===== config.mk =====
export PLATFORM = sky130hd
export DESIGN_NAME = seg_stream_rx
export DESIGN_NICKNAME = d
export VERILOG_FILES = /design/src/rtl/seg_stream_pkg.sv /design/src/rtl/seg7_to_bcd.sv /design/src/rtl/seg_stream_rx.sv
export SDC_FILE = /design/constraint.sdc
export NUM_CORES = 1
export LEC_CHECK = 0
export BUFFER_PORTS_ARGS = -buffer_cell sky130_fd_sc_hd__buf_2
export CAP_MARGIN = 20
export CORE_ASPECT_RATIO = 0.5
export CORE_MARGIN = 3
export CORE_UTILIZATION = 65
export CTS_CLUSTER_SIZE = 16
export DETAILED_ROUTE_END_ITERATION = 8
export PLACE_DENSITY = 0.84
export SYNTH_ARGS = -nofsm -noshare
export SYNTH_HDL_FRONTEND = slang
export SYNTH_SLANG_ARGS = --single-unit

===== constraint.sdc =====
create_clock -name clk -period 5.1 [get_ports clk]
set_clock_uncertainty 0.2 [all_clocks]
set_input_delay 1.02 -clock clk [delete_from_list [all_inputs] [get_ports clk]]
set_output_delay 1.02 -clock clk [all_outputs]
set_load 0.02 [all_outputs]

===== src/rtl/seg_stream_pkg.sv =====
`default_nettype none
// ============================================================================
// seg_stream_pkg - shared types and constants for the seven-segment scan rx
// Rev 1.0
// ============================================================================
package seg_stream_pkg;

  typedef enum logic [1:0] {
    HUNT   = 2'd0,
    FILL   = 2'd1,
    COMMIT = 2'd2
  } state_t;

  localparam int NUM_DIGITS = 6;
  localparam int NUM_SEGS   = 7;

  localparam logic [3:0] BCD_BLANK = 4'd10;
  localparam logic [3:0] BCD_BAD   = 4'd15;

  // Active-low patterns, bit i drives segment i (bit 6 = segment g)
  localparam logic [6:0] SEG_0     = 7'b1000000;
  localparam logic [6:0] SEG_1     = 7'b1111001;
  localparam logic [6:0] SEG_2     = 7'b0100100;
  localparam logic [6:0] SEG_3     = 7'b0110000;
  localparam logic [6:0] SEG_4     = 7'b0011001;
  localparam logic [6:0] SEG_5     = 7'b0010010;
  localparam logic [6:0] SEG_6     = 7'b0000010;
  localparam logic [6:0] SEG_7     = 7'b1111000;
  localparam logic [6:0] SEG_8     = 7'b0000000;
  localparam logic [6:0] SEG_9     = 7'b0011000;
  localparam logic [6:0] SEG_BLANK = 7'b1111111;

endpackage
`default_nettype wire


===== src/rtl/seg7_to_bcd.sv =====
`default_nettype none
// ============================================================================
// seg7_to_bcd - combinational seven-segment pattern to BCD decoder
// Rev 1.0
// ============================================================================
module seg7_to_bcd
  import seg_stream_pkg::*;
(
  input  logic [6:0] pattern,
  input  logic       polarity,
  output logic [3:0] bcd,
  output logic       err
);

  logic [6:0] norm;

  always_comb begin
    norm = polarity ? pattern : ~pattern;
    bcd  = BCD_BAD;
    err  = 1'b0;
    case (norm)
      SEG_0:     bcd = 4'd0;
      SEG_1:     bcd = 4'd1;
      SEG_2:     bcd = 4'd2;
      SEG_3:     bcd = 4'd3;
      SEG_4:     bcd = 4'd4;
      SEG_5:     bcd = 4'd5;
      SEG_6:     bcd = 4'd6;
      SEG_7:     bcd = 4'd7;
      SEG_8:     bcd = 4'd8;
      SEG_9:     bcd = 4'd9;
      SEG_BLANK: bcd = BCD_BLANK;
      default:   err = 1'b1;
    endcase
  end

endmodule
`default_nettype wire


===== src/rtl/seg_stream_rx.sv =====
`default_nettype none
// ============================================================================
// seg_stream_rx - rebuilds a 6-digit snapshot from a serial seven-segment scan
// Rev 1.0
// ============================================================================
module seg_stream_rx
  import seg_stream_pkg::*;
#(
  parameter int STABLE_CYC  = 4,
  parameter int SYNC_STAGES = 2
) (
  input  logic        clk,
  input  logic        rst,
  input  logic        seg_bit,
  input  logic [2:0]  seg_sel,
  input  logic [2:0]  disp_sel,
  input  logic        disp_type,
  output logic [23:0] digits,
  output logic [5:0]  digit_err,
  output logic        frame_stb,
  output logic        sync_err,
  output logic        locked
);

  localparam int               CNT_W   = $clog2(STABLE_CYC);
  localparam logic [CNT_W-1:0] CNT_MAX = CNT_W'(STABLE_CYC - 1);

  // Newest sample enters at index 0; the oldest stage feeds the logic
  logic [SYNC_STAGES-1:0][7:0] sync_q;
  logic                        bit_s;
  logic                        type_s;
  logic [2:0]                  seg_s;
  logic [2:0]                  disp_s;
  logic [5:0]                  addr;

  always_ff @(posedge clk or negedge rst) begin
    if (!rst) sync_q <= '0;
    else      sync_q <= {sync_q[SYNC_STAGES-2:0], {disp_type, disp_sel, seg_sel, seg_bit}};
  end

  assign {type_s, disp_s, seg_s, bit_s} = sync_q[SYNC_STAGES-1];
  assign addr = {disp_s, seg_s};

  logic [5:0]       prev_addr;
  logic [CNT_W-1:0] cnt;
  logic             captured;
  logic             capture;

  // Gated on an unchanged address so a slot change never inherits the old count
  assign capture = (addr == prev_addr) && (cnt == CNT_MAX) && !captured;

  always_ff @(posedge clk or negedge rst) begin
    if (!rst) begin
      prev_addr <= '0;
      cnt       <= '0;
      captured  <= 1'b0;
    end else begin
      prev_addr <= addr;
      if (addr != prev_addr) begin
        cnt      <= '0;
        captured <= 1'b0;
      end else begin
        if (cnt < CNT_MAX) cnt <= cnt + CNT_W'(1);
        if (capture)       captured <= 1'b1;
      end
    end
  end

  state_t                              state;
  logic [2:0]                          exp_disp;
  logic [2:0]                          exp_seg;
  logic [NUM_DIGITS-1:0][NUM_SEGS-1:0] shadow;
  logic [23:0]                         dec_bcd;
  logic [5:0]                          dec_err;
  logic                                at_exp;
  logic                                at_origin;
  logic                                last_slot;

  assign at_exp    = (disp_s == exp_disp) && (seg_s == exp_seg);
  assign at_origin = (addr == 6'd0);
  assign last_slot = (exp_disp == 3'(NUM_DIGITS - 1)) && (exp_seg == 3'(NUM_SEGS - 1));

  always_ff @(posedge clk or negedge rst) begin
    if (!rst) begin
      state     <= HUNT;
      exp_disp  <= '0;
      exp_seg   <= '0;
      shadow    <= '0;
      digits    <= '0;
      digit_err <= '0;
      frame_stb <= 1'b0;
      sync_err  <= 1'b0;
      locked    <= 1'b0;
    end else begin
      frame_stb <= 1'b0;
      sync_err  <= 1'b0;
      case (state)
        HUNT: begin
          if (capture && at_origin) begin
            shadow[0][0] <= bit_s;
            exp_disp     <= 3'd0;
            exp_seg      <= 3'd1;
            state        <= FILL;
          end
        end
        FILL: begin
          if (capture) begin
            if (at_exp) begin
              shadow[exp_disp][exp_seg] <= bit_s;
              if (last_slot) begin
                state <= COMMIT;
              end else if (exp_seg == 3'(NUM_SEGS - 1)) begin
                exp_seg  <= 3'd0;
                exp_disp <= exp_disp + 3'd1;
              end else begin
                exp_seg <= exp_seg + 3'd1;
              end
            end else begin
              sync_err <= 1'b1;
              locked   <= 1'b0;
              if (at_origin) begin
                shadow[0][0] <= bit_s;
                exp_disp     <= 3'd0;
                exp_seg      <= 3'd1;
              end else begin
                state <= HUNT;
              end
            end
          end
        end
        COMMIT: begin
          digits    <= dec_bcd;
          digit_err <= dec_err;
          frame_stb <= 1'b1;
          locked    <= 1'b1;
          state     <= HUNT;
        end
        default: state <= HUNT;
      endcase
    end
  end

  for (genvar i = 0; i < NUM_DIGITS; i++) begin : g_dec
    seg7_to_bcd u_dec (
      .pattern  (shadow[i]),
      .polarity (type_s),
      .bcd      (dec_bcd[i*4 +: 4]),
      .err      (dec_err[i])
    );
  end

endmodule
`default_nettype wire


## Word level (Yosys, flattened, before mapping)

Index checks and enable logic that the tools add are counted.

- Register bits after elaboration: 108
- Bits of input ports: 10
- Output and inout port bits: 33
- Word-level logic and storage cells: 202

- Add/sub/neg operators: 3
- Magnitude comparators: 5
- Equal/unequal tests: 77
- Mux-type cells: 59
- Bitwise gates (word level): 6
- Reduce and logical (&&, ||, !) cells: 32

Operators by type and width:

| operator | count |
|---|---|
| $pmux W4 S11 | 6 |
| $eq A7 B7 Y1 const B | 24 |
| $eq A7 B5 Y1 const B | 18 |
| $eq A7 B6 Y1 const B | 12 |
| $reduce_or A11 Y1 | 6 |
| $mux W7 | 7 |
| $bwmux W42 | 1 |
| $eq A7 B2 Y1 const B | 6 |
| $logic_not A7 Y1 | 6 |
| $not A7 Y7 | 6 |
| $mux W3 | 12 |
| $demux W7 S3 | 1 |
| $mux W1 | 19 |
| $ne A3 B3 Y1 const B | 5 |
| $mux W2 | 7 |
| $pmux W3 S2 | 2 |
| $lt A3 B4 Y1 const B | 2 |
| $reduce_and A4 Y1 | 2 |
| $reduce_bool A2 Y1 | 4 |
| $logic_and A1 B1 Y1 | 7 |
| $add A3 B1 Y3 const B | 2 |
| $eq A3 B3 Y1 | 2 |
| $eq A3 B3 Y1 const B | 2 |
| $eq A6 B6 Y1 | 1 |
| other kinds (16) | 22 |

## Longest topological paths before layout

Gate-level depths: netlist of the first run.

- Depth in word-level cells: 10
- Depth in mapped cells: 10
- Mapped depth without buffers: 6

## Cells and area by module

From an unflattened synthesis of the first run, not the netlist that was laid out.

- Cells, all modules: 903
- Area total of the unflattened synthesis: 8434.3 um2

By module, submodules not included:

| module | instances | cells each | area each (um2) | seq. area each (um2) |
|---|---|---|---|---|
| seg_stream_rx | 1 | 363 | 4538.1 | 2702.6 |
| seg7_to_bcd | 6 | 90 | 649.4 | 0.0 |

## Worst setup path before layout of the first run

Ideal clock, no wire load.

- Path kind: flip-flop to flip-flop
- From: reg sync_q (netlist bit addr[5])
- To: reg shadow[9] in the netlist's numbering
- Setup time: 0.128 ns
- Data arrival time: 2.048 ns
- Required time: 4.772 ns
- Path slack: 2.725 ns
- Stages on the path, launching flop included: 7
- Buffers on the path: 0
- Cell sequence: dfrtp_1 > xor2_1 > nor4_2 > nand4b_4 > nor4_4 > nand2_1 > mux2_1

- Longest elaborated chain between the ends: 4
- Elaborated cells between the ends (all ways): 6
- Classes of those cells: 2 x eq/ne; 4 x reduce/logical

Ends and longest elaborated chain:

| item | RTL line | text |
|---|---|---|
| start: declaration | seg_stream_rx.sv:29 | `logic [SYNC_STAGES-1:0][7:0] sync_q;` |
| start signal: assignment | seg_stream_rx.sv:38 | `else sync_q <= {sync_q[SYNC_STAGES-2:0], {disp_type, disp_sel, seg_sel, seg_bit}};` |
| $eq A6 B6 Y1 | seg_stream_rx.sv:50 | `assign capture = (addr == prev_addr) && (cnt == CNT_MAX) && !captured;` |
| $logic_and A1 B1 Y1 (2 in series) | seg_stream_rx.sv:50 |  |
| $reduce_and A3 Y1 (no line) * | n/a |  |
| end signal: indexed assignment | seg_stream_rx.sv:109 | `shadow[exp_disp][exp_seg] <= bit_s;` |
| end: declaration | seg_stream_rx.sv:72 | `logic [NUM_DIGITS-1:0][NUM_SEGS-1:0] shadow;` |

Every way passes the cells marked *; elsewhere a longest branch is shown, timed or not.
A chain may end at the register's enable or synchronous reset.

## Final worst setup path of the first run

- From: reg sync_q[15] in the netlist's numbering
- To: reg digits[5]

- Longest elaborated chain between the ends: 3
- Elaborated cells between the ends (all ways): 13
- Classes of those cells: 10 x eq/ne; 2 x mux; 1 x reduce/logical

Ends and longest elaborated chain:

| item | RTL line | text |
|---|---|---|
| $mux W7 * | seg7_to_bcd.sv:18 | `norm = polarity ? pattern : ~pattern;` |
| $eq A7 B7 Y1, or another cell as far along | seg7_to_bcd.sv:21 | `case (norm)` |
| $pmux W4 S11 * | seg7_to_bcd.sv:21 |  |
| end signal: assignment | seg_stream_rx.sv:89 | `digits <= '0;` |
| end signal: assignment | seg_stream_rx.sv:132 | `digits <= dec_bcd;` |
| end: declaration | seg_stream_rx.sv:18 | `output logic [23:0] digits,` |

Marks and branches as above.

==> impl_metrics.env, run 1 <==
export IMPL_status="completed"
export IMPL_dpl_cell_count=864
export IMPL_grt_met1_usage=0.367
export IMPL_grt_usage=0.268
export IMPL_fin_tns_setup_ns=0
export IMPL_synth_area_leaders="dfrtp_1 (40%), nand2b_1 (4.6%), nand2_1 (4.5%)"
export IMPL_gp_congestion=0.894
export IMPL_coreArea_um2=9730
export IMPL_io_pins=43
export IMPL_startpoint="sync_q[15]"
export IMPL_synth_edff_count=0
export IMPL_synth_most_common_cell="dfrtp_1"
export IMPL_worstPathCellList="buf_4 -> or3b_2 -> o22ai_1 -> a222oi_1 -> nand3_1 -> a221o_1 -> a31oi_1"
export IMPL_rows=25
export IMPL_max_stage_delay_ns=0.94
export IMPL_cts_sinks=108
export IMPL_synth_flop_cell="dfrtp_1"
export IMPL_route_detailed_drc=0
export IMPL_yosys_area_top_type_share=0.404
export IMPL_die_h_um=77.7
export IMPL_setup_worst_path_class="register to register"
export IMPL_hpwl_mm=9.90
export IMPL_intPower_mw=1.24
export IMPL_irDropWorstVdd_mv=0.189
export IMPL_yosysUniqueCellTypes=72
export IMPL_use_met3=0.0502
export IMPL_h_tree_depth=3
export IMPL_postLayoutCellArea_um2=7220
export IMPL_syn2layout_area_growth_pct=8.01
export IMPL_ys_warn_count=0
export IMPL_routed_via_count=5649
export IMPL_die_w_um=149
export IMPL_hp_start="sync_q[3]"
export IMPL_ys_seq_area_frac=0.404
export IMPL_ant_nets=0
export IMPL_ys_ff_latch=108
export IMPL_n_antenna_cell=0
export IMPL_hold_path_cell_count=0
export IMPL_r2r_end="digits[5]"
export IMPL_clock_latency_ns=0.35
export IMPL_nFillCells=739
export IMPL_maxCapViolCount=0
export IMPL_critPathLaunchType="register"
export IMPL_grt_max_degree=56
export IMPL_drive_gt1_frac=0.180
export IMPL_dr_pass1_iters=8
export IMPL_finalHoldViolCount=0
export IMPL_synth_common_cells="dfrtp_1 (108), nand2_1 (81), nand2b_1 (49)"
export IMPL_holdBufCountCts=0
export IMPL_syn_cell_area_um2=6680
export IMPL_post_route_min_period_ns=3.22
export IMPL_grt_pass1_vias=5321
export IMPL_dieArea_um2=11600
export IMPL_cts_tree="built"
export IMPL_crit_buf_inv=1
export IMPL_crit_slowest_cell="dfrtp_2"
export IMPL_instances_no_fill=883
export IMPL_r2r_start="sync_q[15]"
export IMPL_async_reset_ff_frac=1.00
export IMPL_grt_pass1_wl_mm=25.3
export IMPL_synthCells=727
export IMPL_cp_data_required_time_ns=5.09
export IMPL_syn_mean_instance_area_um2=9.19
export IMPL_cts_buffers=9
export IMPL_cts_setup_buffers=0
export IMPL_initial_core_util=0.687
export IMPL_sequentialPowerShare=0.532
export IMPL_yosysTopAreaCell="dfrtp_1"
export IMPL_critPathMaxFanout=55
export IMPL_setup_viol=0
export IMPL_antenna_found_initial=0
export IMPL_critical_path_arrival_ns=3.22
export IMPL_power_mw=1.65
export IMPL_fmax_ghz=0.310
export IMPL_syn_nets=740
export IMPL_rrSetupSlack_ns=1.88
export IMPL_met2_usage=0.440
export IMPL_layout_nets=756
export IMPL_vias_per_cell=6.40
export IMPL_switchingPower_uw=408
export IMPL_rsz0062_at_grt="no"
export IMPL_drt_iter0_drc=537
export IMPL_hp_class="register to register"
export IMPL_tightest_slew_ns=0.951
export IMPL_hold_path_end="addr[2]"
export IMPL_rr_worst_depth=7
export IMPL_end_kind="register"
export IMPL_switching_share=0.248
export IMPL_fin_util=0.742
export IMPL_clockPowerShare=0.412
export IMPL_grt_most_used_layer="met2"
export IMPL_numPortBuffers=42
export IMPL_fin_crit_sh=0.632
export IMPL_clock_path_buffers=2
export IMPL_post_cts_resized=0
export IMPL_cts_root_buf="clkbuf_16"
export IMPL_total_leakage_power_nw=3.22
export IMPL_grt_remaining_overflow=0
export IMPL_drt_wl_total_mm=14.7
export IMPL_place_area_um2=6900
export IMPL_power_density_nw_per_um2=228
export IMPL_comb_power_share=0.056
export IMPL_slew_headroom=0.365
export IMPL_wl_per_cell_um=16.6
export IMPL_crit_family="flip-flops"
export IMPL_clkTransAtPathRegs_ns=0.08
export IMPL_finalMaxSlewViolations=0
[cell usage in the layout (no fill, tap or decap), types with 6 or more instances in the layout]
cell type and count:
dfrtp_1 107, nand2_1 81, nand2b_1 49, nor2_1 46
o22ai_1 44, buf_2 42, nand3_1 33, o21ai_0 33
mux2_2 26, a21oi_1 24, or2_2 22, mux2_1 19
nor3_1 16, xor2_1 13, a31oi_1 12, nand3b_1 11
inv_1 10, mux2i_1 10, a22oi_1 10, or3_1 9
clkbuf_16 9, and3_1 7, or3b_2 7, a211oi_1 6
[layout make-up]
type                    instances  area (um2)  share of cell area
clock buffers                   9         225              0.0312
inverters                      10        37.5             0.00520
repair buffers                 49         283              0.0392
multi-input cells             565        3740               0.519
well taps                     135         169              0.0234
clock inverters                 7        57.6             0.00797
flip-flops and latches        108        2700               0.375
[stage by stage]
stage	setup slack [ns]	hold WS, ns
finish	1.88	0.151
global route	1.69	0.159
CTS	1.94	0.154
detailed placement	1.95	0.136
global placement	2.09	0.132
floorplan	2.72	0.131
[metal layers]
metal | part of all wire | wire length [um] | vias to the layer above
met2 | 0.47 | 6910 | 169
met1 | 0.46 | 6760 | 2736
met3 | 0.056 | 818 | 22
met5 | 0 | 0 | -
met4 | 0.012 | 180 | 0
li1 | - | - | 2722
[power groups by stage]
stage / Combinational (mW) / Sequential (mW) / Clock (mW)
3_3_place_gp: 0.0837 / 0.896 / 0
5_1_grt: 0.103 / 0.878 / 0.728
3_5_place_dp: 0.0856 / 0.897 / 0
6_report: 0.0922 / 0.877 / 0.679
4_1_cts: 0.0863 / 0.880 / 0.694
2_1_floorplan: 0.0645 / 0.886 / 0
[sequential cells by signal (all words and copies together) (netlist names)]
signal / cells
shadow: 42
frame_stb: 1
state: 2
digit_err: 6
sync_q: 9
sync_err: 1
bit_s: 1
locked: 1
digits: 24
captured: 1
prev_addr: 6
cnt: 2
exp_seg: 3
exp_disp: 3
addr: 6
[worst max-delay path by stage]
stage	endpoint	slack [ns]	cells after the start
final	digits[5]	1.88	7
after global routing	digits[15]	1.69	7
after CTS	digits[5]	1.94	7
after detailed placement	digits[5]	1.95	7
after global placement	digits[7]	2.09	7
after floorplan	shadow[9]	2.72	6
[cell families (layout without fill, tap and decap cells)]
logic type,count (synthesis),count (layout),share of synthesized area
and+or+nand+nor,323,323,0.277
AOI/OAI and AO/OA,170,170,0.168
DFF,108,108,0.404
muxes,55,55,0.0908
buffers and inverters,54,75,0.0356
xor gates and xnor gates,14,14,0.0183
adders and majority gates,3,3,0.00562
Note: power is estimated with default switching activity, not from simulation.
==> inputs of run 2 (changes only) <==
Settings changed: CORE_UTILIZATION 65 to 61, PLACE_DENSITY 0.84 to 0.79.
Clock period 5.1 ns to 3.3 ns, I/O delays scaled along.
==> run 2 against run 1 <==
  * Sequential power is 54% higher
  * Combinational power is 65% higher
  * Maximum frequency is 19% higher
  * Register-to-register slack worse by 1.3 ns
  * Critical path depth stayed put
  * Die area is 6.2% higher
==> impl_metrics.env, run 2 (same netlist as run 1, synthesis figures left out) <==
export IMPL_cts_buffers=9
export IMPL_intPower_mw=1.93
export IMPL_setup_viol=0
export IMPL_dpl_cell_count=875
export IMPL_cts_setup_buffers=0
export IMPL_switchingPower_uw=606
export IMPL_antenna_found_initial=0
export IMPL_grt_usage=0.242
export IMPL_rrSetupSlack_ns=0.60
export IMPL_setup_worst_path_class="register to register"
export IMPL_critPathMaxFanout=59
export IMPL_largest_reg_flops=42
export IMPL_clockPowerShare=0.408
export IMPL_nFillCells=803
export IMPL_rows=26
export IMPL_instances_no_fill=892
export IMPL_initial_core_util=0.640
export IMPL_comb_power_share=0.060
export IMPL_grt_pass1_vias=4965
export IMPL_post_cts_resized=0
export IMPL_clock_path_buffers=2
export IMPL_crit_family="compound AO/OA/AOI/OAI gates"
export IMPL_r2r_start="sync_q[15]"
export IMPL_clkTransAtPathRegs_ns=0.07
export IMPL_hp_class="primary input to asynchronous set/reset pin"
export IMPL_tightest_slew_ns=0.901
export IMPL_h_tree_depth=3
export IMPL_fmax_ghz=0.370
export IMPL_finalHoldViolCount=0
export IMPL_layout_nets=760
export IMPL_sequentialPowerShare=0.532
export IMPL_power_density_nw_per_um2=348
export IMPL_drt_wl_total_mm=14.4
export IMPL_holdBufCountCts=0
export IMPL_gp_congestion=0.875
export IMPL_critical_path_arrival_ns=2.77
export IMPL_rr_worst_depth=7
export IMPL_r2r_end="digits[8]"
export IMPL_critPathLaunchType="register"
export IMPL_final_cell_mix="dfrtp_1 (107), nand2_1 (81), nand2b_1 (49)"
export IMPL_pre_cts_ws_ns=0.645
export IMPL_n_antenna_cell=0
export IMPL_dr_pass1_iters=5
export IMPL_cts_tree="built"
export IMPL_drt_iter0_drc=439
export IMPL_wl_per_cell_um=16.1
export IMPL_worstPathCellList="buf_12 -> nand2b_1 -> o22ai_1 -> a222oi_1 -> nand3_1 -> a221o_1 -> a41oi_1"
export IMPL_crit_buf_inv=1
export IMPL_coreArea_um2=10400
export IMPL_total_leakage_power_nw=3.25
export IMPL_seqCellArea_um2=2700
export IMPL_fin_tns_setup_ns=0
export IMPL_hpwl_mm=10.0
export IMPL_routed_via_count=5581
export IMPL_post_route_min_period_ns=2.70
export IMPL_syn2layout_area_growth_pct=9.02
export IMPL_cts_root_buf="clkbuf_16"
export IMPL_switching_share=0.239
export IMPL_grt_max_degree=60
export IMPL_maxCapViolCount=0
export IMPL_vias_per_cell=6.26
export IMPL_end_kind="register"
export IMPL_status="completed"
export IMPL_finalMaxSlewViolations=0
export IMPL_cp_data_required_time_ns=3.37
export IMPL_fin_util=0.698
export IMPL_numPortBuffers=42
export IMPL_dieArea_um2=12300
export IMPL_top_register="shadow"
export IMPL_cts_sinks=108
export IMPL_rsz0062_at_grt="no"
export IMPL_die_h_um=80.0
export IMPL_top_regs="shadow x42, digits x24, sync_q x9"
export IMPL_final_common_cell="dfrtp_1"
export IMPL_ant_nets=0
export IMPL_slew_headroom=0.398
export IMPL_multi_input_area_um2=3740
export IMPL_power_mw=2.54
export IMPL_die_w_um=154
export IMPL_setup_ws_ns=0.595
export IMPL_fin_crit_sh=0.820
export IMPL_drive_gt1_frac=0.185
export IMPL_grt_pass1_wl_mm=24.4
export IMPL_grt_remaining_overflow=0
export IMPL_irDropWorstVdd_mv=0.247
export IMPL_io_pins=43
export IMPL_crit_cells=7
export IMPL_route_detailed_drc=0
export IMPL_max_stage_delay_ns=0.59
export IMPL_crit_slowest_cell="dfrtp_2"
export IMPL_clock_latency_ns=0.35
[run 2: cell count changes in the layout (fill, tap and decap cells not counted)]
cell	change
buf_12	+2
inv_6	-1
clkbuf_8	+1
clkinv_4	+3
buf_4	+4
clkbuf_4	-1
clkinv_2	-1
inv_8	-2
buf_2	-1
[run 2: layout make-up]
type | count | share of cell area
tap | 140 | 0.0240
timing repair buffer | 53 | 0.0467
inverter | 10 | 0.00515
clock inverter | 6 | 0.00652
multi-input combinational | 565 | 0.514
sequential | 108 | 0.371
clock buffer | 10 | 0.0328
[run 2: how the worst max path moves through the flow]
stage	from	end	slack (ns)
after floorplan	addr[5]	shadow[9]	0.92
after global placement	addr[5]	shadow[21]	0.69
after detailed placement	addr[5]	shadow[41]	0.65
after CTS	addr[5]	shadow[41]	0.63
after global routing	sync_q[15]	digits[16]	0.43
final	sync_q[15]	digits[8]	0.60
[run 2: routing by layer]
layer | vias to the layer above | GRT usage | part of all wire
met5 | - | 0 | 0
met4 | 0 | 0.0476 | 0.0042
met3 | 4 | 0.0520 | 0.051
met2 | 155 | 0.380 | 0.45
met1 | 2695 | 0.350 | 0.49
li1 | 2727 | - | -
[run 2: metrics by stage]
stage / cell area, um2 / hold WS, ns
final: 7290 / 0.0426
after detailed placement: 6970 / 0.136
after CTS: 7260 / 0.0497
after floorplan: 6680 / 0.131
after global placement: 6970 / 0.132
after global routing: 7290 / 0.0657
[run 2: power by group through the flow]
| stage | registers (mW) | clock network (mW) | logic [mW] |
|---|---|---|---|
| global placement | 1.38 | 0 | 0.141 |
| floorplan | 1.37 | 0 | 0.0996 |
| global route | 1.35 | 1.12 | 0.170 |
| CTS | 1.36 | 1.07 | 0.144 |
| detailed placement | 1.38 | 0 | 0.143 |
| finish | 1.35 | 1.04 | 0.152 |
